<file path="config.mk">
export PLATFORM = sky130hd
export DESIGN_NAME = dsp48a1_mac_sequencer
export DESIGN_NICKNAME = d
export VERILOG_FILES = /design/src/rtl/dsp48a1_mac_sequencer.sv
export SDC_FILE = /design/constraint.sdc
export NUM_CORES = 1
export LEC_CHECK = 0
export CAP_MARGIN = 30
export CORE_UTILIZATION = 41
export DETAILED_ROUTE_END_ITERATION = 16
export PLACE_DENSITY = 0.8
export SLEW_MARGIN = 20
export SYNTH_ARGS = -nofsm -noshare
export SYNTH_HDL_FRONTEND = slang
export SYNTH_SLANG_ARGS = --single-unit
</file>
<file path="constraint.sdc">
create_clock -name clk -period 2.7 [get_ports clk]
set_input_delay 0.54 -clock clk [delete_from_list [all_inputs] [get_ports clk]]
set_output_delay 0.54 -clock clk [all_outputs]
set_load 0.02 [all_outputs]
</file>
<file path="src/rtl/dsp48a1_mac_sequencer.sv">
// Sequencer driving a single DSP48A1 slice as a signed multiply-accumulate engine.
// It clears the slice, streams operand pairs into it, drains the pipeline, then returns P.
module dsp48a1_mac_sequencer #(
    parameter int LEN_W   = 8,
    parameter int DSP_LAT = 3
) (
    input  logic                     clk,
    input  logic                     RST,
    input  logic                     start,
    input  logic [LEN_W-1:0]         len,
    output logic                     busy,
    input  logic signed [17:0]       in_a,
    input  logic signed [17:0]       in_b,
    input  logic                     in_valid,
    output logic                     in_ready,
    output logic signed [47:0]       result,
    output logic                     result_valid,
    output logic signed [17:0]       dsp_a,
    output logic signed [17:0]       dsp_b,
    output logic [7:0]               dsp_opmode,
    output logic                     dsp_ce,
    output logic                     dsp_rst,
    input  logic signed [47:0]       dsp_p
);

    typedef enum logic [2:0] {IDLE, CLR, FEED, DRAIN, CAPTURE} state_t;

    localparam int              DRN_W    = 3;
    localparam logic [DRN_W-1:0] DRN_LAST = DRN_W'(DSP_LAT - 2);
    localparam logic [7:0]      OPM_MAC  = 8'b0000_1001;

    state_t                 state_q, state_d;
    logic [LEN_W-1:0]       len_q, len_d;
    logic [LEN_W-1:0]       count_q, count_d;
    logic [DRN_W-1:0]       drain_q, drain_d;
    logic                   cap_pend_q, cap_pend_d;
    logic                   busy_q, busy_d;
    logic signed [47:0]     result_q, result_d;
    logic                   result_valid_q, result_valid_d;
    logic signed [17:0]     dsp_a_q, dsp_a_d;
    logic signed [17:0]     dsp_b_q, dsp_b_d;
    logic [7:0]             dsp_opmode_q, dsp_opmode_d;
    logic                   dsp_ce_q, dsp_ce_d;
    logic                   dsp_rst_q, dsp_rst_d;
    logic                   hs;

    assign in_ready     = (state_q == FEED);
    assign hs           = in_ready && in_valid;
    assign busy         = busy_q;
    assign result       = result_q;
    assign result_valid = result_valid_q;
    assign dsp_a        = dsp_a_q;
    assign dsp_b        = dsp_b_q;
    assign dsp_opmode   = dsp_opmode_q;
    assign dsp_ce       = dsp_ce_q;
    assign dsp_rst      = dsp_rst_q;

    always_comb begin
        state_d        = state_q;
        len_d          = len_q;
        count_d        = count_q;
        drain_d        = drain_q;
        cap_pend_d     = 1'b0;
        result_d       = result_q;
        result_valid_d = 1'b0;
        dsp_a_d        = '0;
        dsp_b_d        = '0;
        dsp_ce_d       = 1'b0;
        dsp_rst_d      = 1'b0;

        // P settles on the edge that ends CAPTURE, so it is sampled one edge later.
        if (cap_pend_q) begin
            result_d       = dsp_p;
            result_valid_d = 1'b1;
        end

        case (state_q)
            IDLE: begin
                if (start) begin
                    len_d     = len;
                    count_d   = '0;
                    dsp_rst_d = 1'b1;
                    state_d   = CLR;
                end
            end
            CLR: begin
                drain_d = '0;
                state_d = (len_q != '0) ? FEED : DRAIN;
            end
            FEED: begin
                if (hs) begin
                    dsp_a_d  = in_a;
                    dsp_b_d  = in_b;
                    dsp_ce_d = 1'b1;
                    count_d  = count_q + LEN_W'(1);
                    if (count_q + LEN_W'(1) == len_q) begin
                        drain_d = '0;
                        state_d = DRAIN;
                    end
                end
            end
            DRAIN: begin
                // Zero operands push the last product through M and P without changing the sum.
                dsp_ce_d = 1'b1;
                if (drain_q == DRN_LAST) begin
                    state_d = CAPTURE;
                end else begin
                    drain_d = drain_q + DRN_W'(1);
                end
            end
            CAPTURE: begin
                cap_pend_d = 1'b1;
                state_d    = IDLE;
            end
            default: state_d = IDLE;
        endcase

        busy_d       = (state_d != IDLE);
        dsp_opmode_d = (state_d != IDLE) ? OPM_MAC : 8'h00;
    end

    always_ff @(posedge clk) begin
        if (RST) begin
            state_q        <= IDLE;
            len_q          <= '0;
            count_q        <= '0;
            drain_q        <= '0;
            cap_pend_q     <= 1'b0;
            busy_q         <= 1'b0;
            result_q       <= '0;
            result_valid_q <= 1'b0;
            dsp_a_q        <= '0;
            dsp_b_q        <= '0;
            dsp_opmode_q   <= 8'h00;
            dsp_ce_q       <= 1'b0;
            dsp_rst_q      <= 1'b1;
        end else begin
            state_q        <= state_d;
            len_q          <= len_d;
            count_q        <= count_d;
            drain_q        <= drain_d;
            cap_pend_q     <= cap_pend_d;
            busy_q         <= busy_d;
            result_q       <= result_d;
            result_valid_q <= result_valid_d;
            dsp_a_q        <= dsp_a_d;
            dsp_b_q        <= dsp_b_d;
            dsp_opmode_q   <= dsp_opmode_d;
            dsp_ce_q       <= dsp_ce_d;
            dsp_rst_q      <= dsp_rst_d;
        end
    end

endmodule
</file>
# After elaboration in Yosys (flattened, before gate mapping)
# Index checks and enable logic that the tools add are counted.
[op_classes] n_reduce_logical=10 n_addsub=2 bitwise=2 muxes=20 n_eq_ne=10
[ops] op="3-bit two-way mux" n=7
[ops] op="8-bit two-way mux" n=2
[ops] op="8-bit case mux with 2 select lines" n=1
[ops] op="3-bit case mux with 4 select lines" n=1
[ops] op="3-bit case mux with 3 select lines" n=1
[ops] op="8-bit by 1-bit adder with 8-bit output (second input constant)" n=1
[ops] op="8-bit equality test" n=1
[ops] op="8-bit nonzero test" n=1
[ops] op="3-bit by 1-bit equality test with 1-bit output (second input constant)" n=2
[ops] op="3-bit by 2-bit equality test with 1-bit output (second input constant)" n=2
[ops] op="1-bit two-way mux" n=6
[ops] op="3-bit nonzero test" n=2
[ops] op="4-bit two-way mux" n=1
[ops] op="2-bit by 1-bit inequality test with 1-bit output (second input constant)" n=2
[ops] op="2-bit inequality test (second input constant)" n=2
[ops] op="4-bit AND reduction" n=1
[ops] op="3-bit by 1-bit adder with 3-bit output (second input constant)" n=1
[ops] op="3-bit equality test (second input constant)" n=1
[ops] op="3-bit logical NOT" n=1
[ops] op="3-bit AND reduction" n=1
[ops] op="3-bit OR reduction" n=1
[ops] op="1-bit NOT" n=2
[ops] op="1-bit case mux with 2 select lines" n=1
[ops] op="2-bit AND reduction" n=1
[ops] op="other kinds (2)" n=2
[word_totals] output_inout_bits=97 word_cells=57 input_bits=96 register_bits=119

# Longest topological paths before layout
[logic_depth] word_depth=7 mapped_depth=8 mapped_depth_nobuf=8

# Worst setup path before layout
# No wires, ideal clock.
[synth_timing] path_kind="flip-flop to flip-flop" from="register count_q[0]" to="register drain_q[0]" period_less_slack_ps=1981 required_time_ps=2577 n_path_buf=0 setup_time_ps=123 path_stages_with_launch=8 t_arrival_ps=1858 path_slack_ps=719 path_cell_list="dfxtp_1 > ha_1 > and2_2 > o21ai_0 > a31oi_1 > nor4_2 > a31oi_2 > mux2_1"
[synth_via] elab_chain_len=4
[synth_lines] element="from (decl)" line_no="34" source="logic [LEN_W-1:0] count_q, count_d;"
[synth_lines] element="from (signal assigned)" line_no="140" source="count_q <= count_d;"
[synth_lines] element="8-bit by 1-bit adder with 8-bit output" line_no="96" source="if (count_q + LEN_W'(1) == len_q) begin"
[synth_lines] element="8-bit equality test" line_no="96"
[synth_lines] element="2-bit by 1-bit inequality test with 1-bit output (no line)"
[synth_lines] element="4-bit AND reduction (no line)"
[synth_lines] element="to (signal assigned)" line_no="141" source="drain_q <= drain_d;"
[synth_lines] element="to (decl)" line_no="35" source="logic [DRN_W-1:0] drain_q, drain_d;"
# Every way passes these cells.
# A chain may end at the register's enable or synchronous reset.

# Worst setup path in the final report
[layout_timing] from="register state_q[1]" to="output port in_ready"
[layout_via] elab_chain_len=1
[layout_lines] element="from (decl)" line_no="32" source="state_t state_q, state_d;"
[layout_lines] element="from (signal assigned)" line_no="138" source="state_q <= state_d;"
[layout_lines] element="3-bit by 2-bit equality test with 1-bit output" line_no="47" source="assign in_ready = (state_q == FEED);"
[layout_lines] element="to (decl)" line_no="15" source="output logic in_ready,"
# Every way passes these cells.

==> summary.md <==
| Metric | Value |
|---|---|
| Routed Antenna Nets | `0` |
| Top cells by area, synth | `dfxtp_1 (54%), mux2i_1 (12%), nor2_1 (6.2%)` |
| Synthesis-to-layout area growth | `51.49%` |
| WL final | `roughly 10 mm` |
| Post-synth EDFFs | `0` |
| Slew HR | `between 40% and 50%` |
| Drt pass-1 iters | `4` |
| RSZ-0062 raised after global routing | `no` |
| Outcome | `finished, final reports clean` |
| Num CTS Buffers | `9` |
| Global-route wire length before repair | `roughly 15 mm` |
| Slew Limit Fails | `0` |
| Hold_buf cts | `0` |
| Clock-pin slew on the worst setup and hold paths | `approximately 0.10 ns` |
| Routed len/inst | `approximately 14 um` |
| Worst Hold Class | `reg -> reg` |
| Layout cells sized above 1 | `~5.4%` |
| R2R setup slack | `~0.53 ns` |
| Post-CTS setup buffers | `0` |
| Final Hold Fails | `0` |
| Global placement routability congestion | `approximately 0.8` |
| H-Tree Depth | `3` |
| Post-synth top area share | `54.01%` |
| Core area | `a little under 0.01 sq mm` |
| P_sw | `between 0.0007 and 0.0008 W` |
| Critical path arrival | `1.89 ns` |
| Largest net degree at the start of global routing | `50` |
| Storage element area | `approximately 0.0022 sq mm` |
| Switch share | `around 23%` |
| Port Buf Inserts | `~190` |
| Clk network pwr share | `33.8%` |
| Die X | `102.2 um` |
| I/O pin cnt | `~190` |
| Max VDD drop | `between 0.3 and 0.4 mV` |
| Setup_tns | `0 ns` |
| GRT Util Overall | `19.28%` |
| Tot Pwr | `around 0.0031 W` |
| Final period util | `approximately 90%` |
| Initial Util | `between 40% and 50%` |
| Clk_lat worst skew | `~0.35 ns` |
| Vias per cell | `4.689` |
| Critical path class | `reg -> out` |
| Int Power | `between 0.002 and 0.0025 W` |
| Number of global-route vias before repair | `approximately 3.3k` |
| Leakage power | `2.255 nW` |
| Comb pwr share | `about an eighth` |
| Final Util | `between 60 and 70%` |
| CTS Buffer Depth | `2` |
| Seq/Total Area, Yosys | `between 50% and 60%` |
| Via count | `3,409` |
| DP Cell Count | `a little over 700` |
| CTS resizes | `0` |
| Fill cells | `about 830` |
| ANT cells | `0` |
| DR DRC count | `0` |
| Yosys warnings | `0` |
| Netlist cell types | `between 40 and 50` |
| Total gr overflow | `0` |
| Initial antenna violation count | `0` |
| Crit. End Element | `output pin` |
| Synth cell count leaders | `dfxtp_1 (111), nor2_1 (68), mux2i_1 (48)` |
| Avg Inst Size Synth | `10.01 sq um` |
| CTS tree | `yes` |
| Area of the multi-input gates | `around 0.0017 sq mm` |
| Worst slew pin tran | `about 0.80 ns` |
| Count leader, synth | `dfxtp_1` |
| Synth async-reset ratio | `0%` |
| Critical Path RT | `between 2 and 2.5 ns` |
| Reg power frac | `54.3%` |
| Non-Filler Instances | `about 730` |
| Crit path time final | `roughly 2.4 ns` |
| DIE HEIGHT | `102.2 um` |
| Number of max-cap violations | `0` |
| Setup violations, final | `0` |
| Total die area | `0.01044 sq mm` |
| Flop and latch count out of synthesis | `roughly 110` |
| Top FF cell, synth | `dfxtp_1` |
| Max FO, Critical Path | `12` |
| Row cnt | `36` |
| Root Driver | `clkbuf_8` |
| Clock skew | `0.006837 ns` |
| Post-Syn Area | `0.004114 sq mm` |
| Critical Path Source Type | `register` |
| Initial DRC Count | `61` |
| Fin nets | `688` |
| Clock Sink Count | `approximately 110` |
| Pwr Density | `between 400 and 500 mW/mm^2` |
| Syn Inst Count | `between 400 and 500` |
| Area leader, netlist | `dfxtp_1` |
| Detailed Place HPWL | `around 7.5 mm` |
| Max Clock Freq | `roughly 400 MHz` |
==> metrics by stage <==
stage,hold WS [ns],worst slack [ns],cell area [sq um]
after global placement,0.4714,0.5613,6026
after floorplan,0.4612,0.7188,4133
after global routing,0.5206,0.1566,6232
after CTS,0.4945,0.2338,6232
final,0.4900,0.2654,6232
after detailed placement,0.4807,0.5300,6026
==> final timing paths <==
kind,startpoint,to,cells after the start
hold reg to reg,len_q[1]$_SDFFE_PP0P_,len_q[1]$_SDFFE_PP0P_,2
setup / recovery,state_q[1]$_SDFF_PP0_,in_ready,2
hold / removal,len_q[1]$_SDFFE_PP0P_,len_q[1]$_SDFFE_PP0P_,2
setup reg to reg,count_q[0]$_SDFFE_PP0P_,drain_q[0]$_SDFFE_PP0P_,7
==> state kept, by name, indices dropped and copies added, names as in the netlist, 3 cells and up <==
signal,count
count_q,8
drain_q,3
dsp_a,18
dsp_b,18
len_q,8
result,48
state_q,3
==> per-layer routing <==
layer | up-vias | track usage [%] | share of wire [%]
met4 | 0 | 10.77 | 2.4
met3 | 22 | 5.882 | 7.8
li1 | 1702 | - | -
met2 | 135 | 32.94 | 51
met1 | 1550 | 21.37 | 39
met5 | - | 0 | 0
==> layout make-up <==
type	instances	area share (%)
Clock buffer	13	2.228
Clock inverter	3	1.084
Inverter	1	0.06023
Multi-Input combinational cell	274	27.77
Sequential cell	111	35.68
Tap cell	133	2.670
Timing Repair Buffer	192	30.52
==> power groups by stage <==
stage | Combinational, W | Sequential (W) | Clock [W]
after floorplan | 0.000163 | 0.00174 | 0
after global routing | 0.000404 | 0.00170 | 0.00114
after detailed placement | 0.000371 | 0.00173 | 0
after global placement | 0.000365 | 0.00173 | 0
after CTS | 0.000372 | 0.00169 | 0.00109
final | 0.000371 | 0.00169 | 0.00105
==> logic make-up (layout without fill, tap and decap cells) <==
family,Yosys count,after routing,share of synthesized area [%]
and+or+nand+nor,170,170,21.41
xor gates and xnor gates,11,11,2.342
DFF,111,111,54.01
muxes,50,50,12.23
adders and majority gates,3,3,0.9125
AOI/OAI and AO/OA,34,34,4.623
other,1,6,0.09115
buffers and inverters,31,209,4.379
==> placed cells by master, fill, tap and decap left out, drive strengths merged, types with 3 or more instances in the layout <==
cell type | synthesis | routed
nor2 | 68 | 68
mux2i | 48 | 48
and2 | 38 | 38
clkbuf | 18 | 13
a21oi | 19 | 19
nand2 | 24 | 24
buf | 12 | 7
o21ai | 9 | 9
and2b | 3 | 3
nor2b | 3 | 3
nor3 | 6 | 6
ha | 3 | 3
dfxtp | 111 | 111
nor3b | 4 | 4
nand3 | 3 | 3
clkdlybuf4s50 | 0 | 185
and3 | 3 | 3
xnor2 | 9 | 9
conb | 1 | 6
nor4 | 4 | 4
a31oi | 3 | 3
==> worst max-delay path, cell delays in order, from the launching register on <==
cell and delay, ns:
dfxtp_1 0.55, nor3b_2 0.33, clkdlybuf4s50_1 0.66
Note: power is estimated with default switching activity, not from simulation.
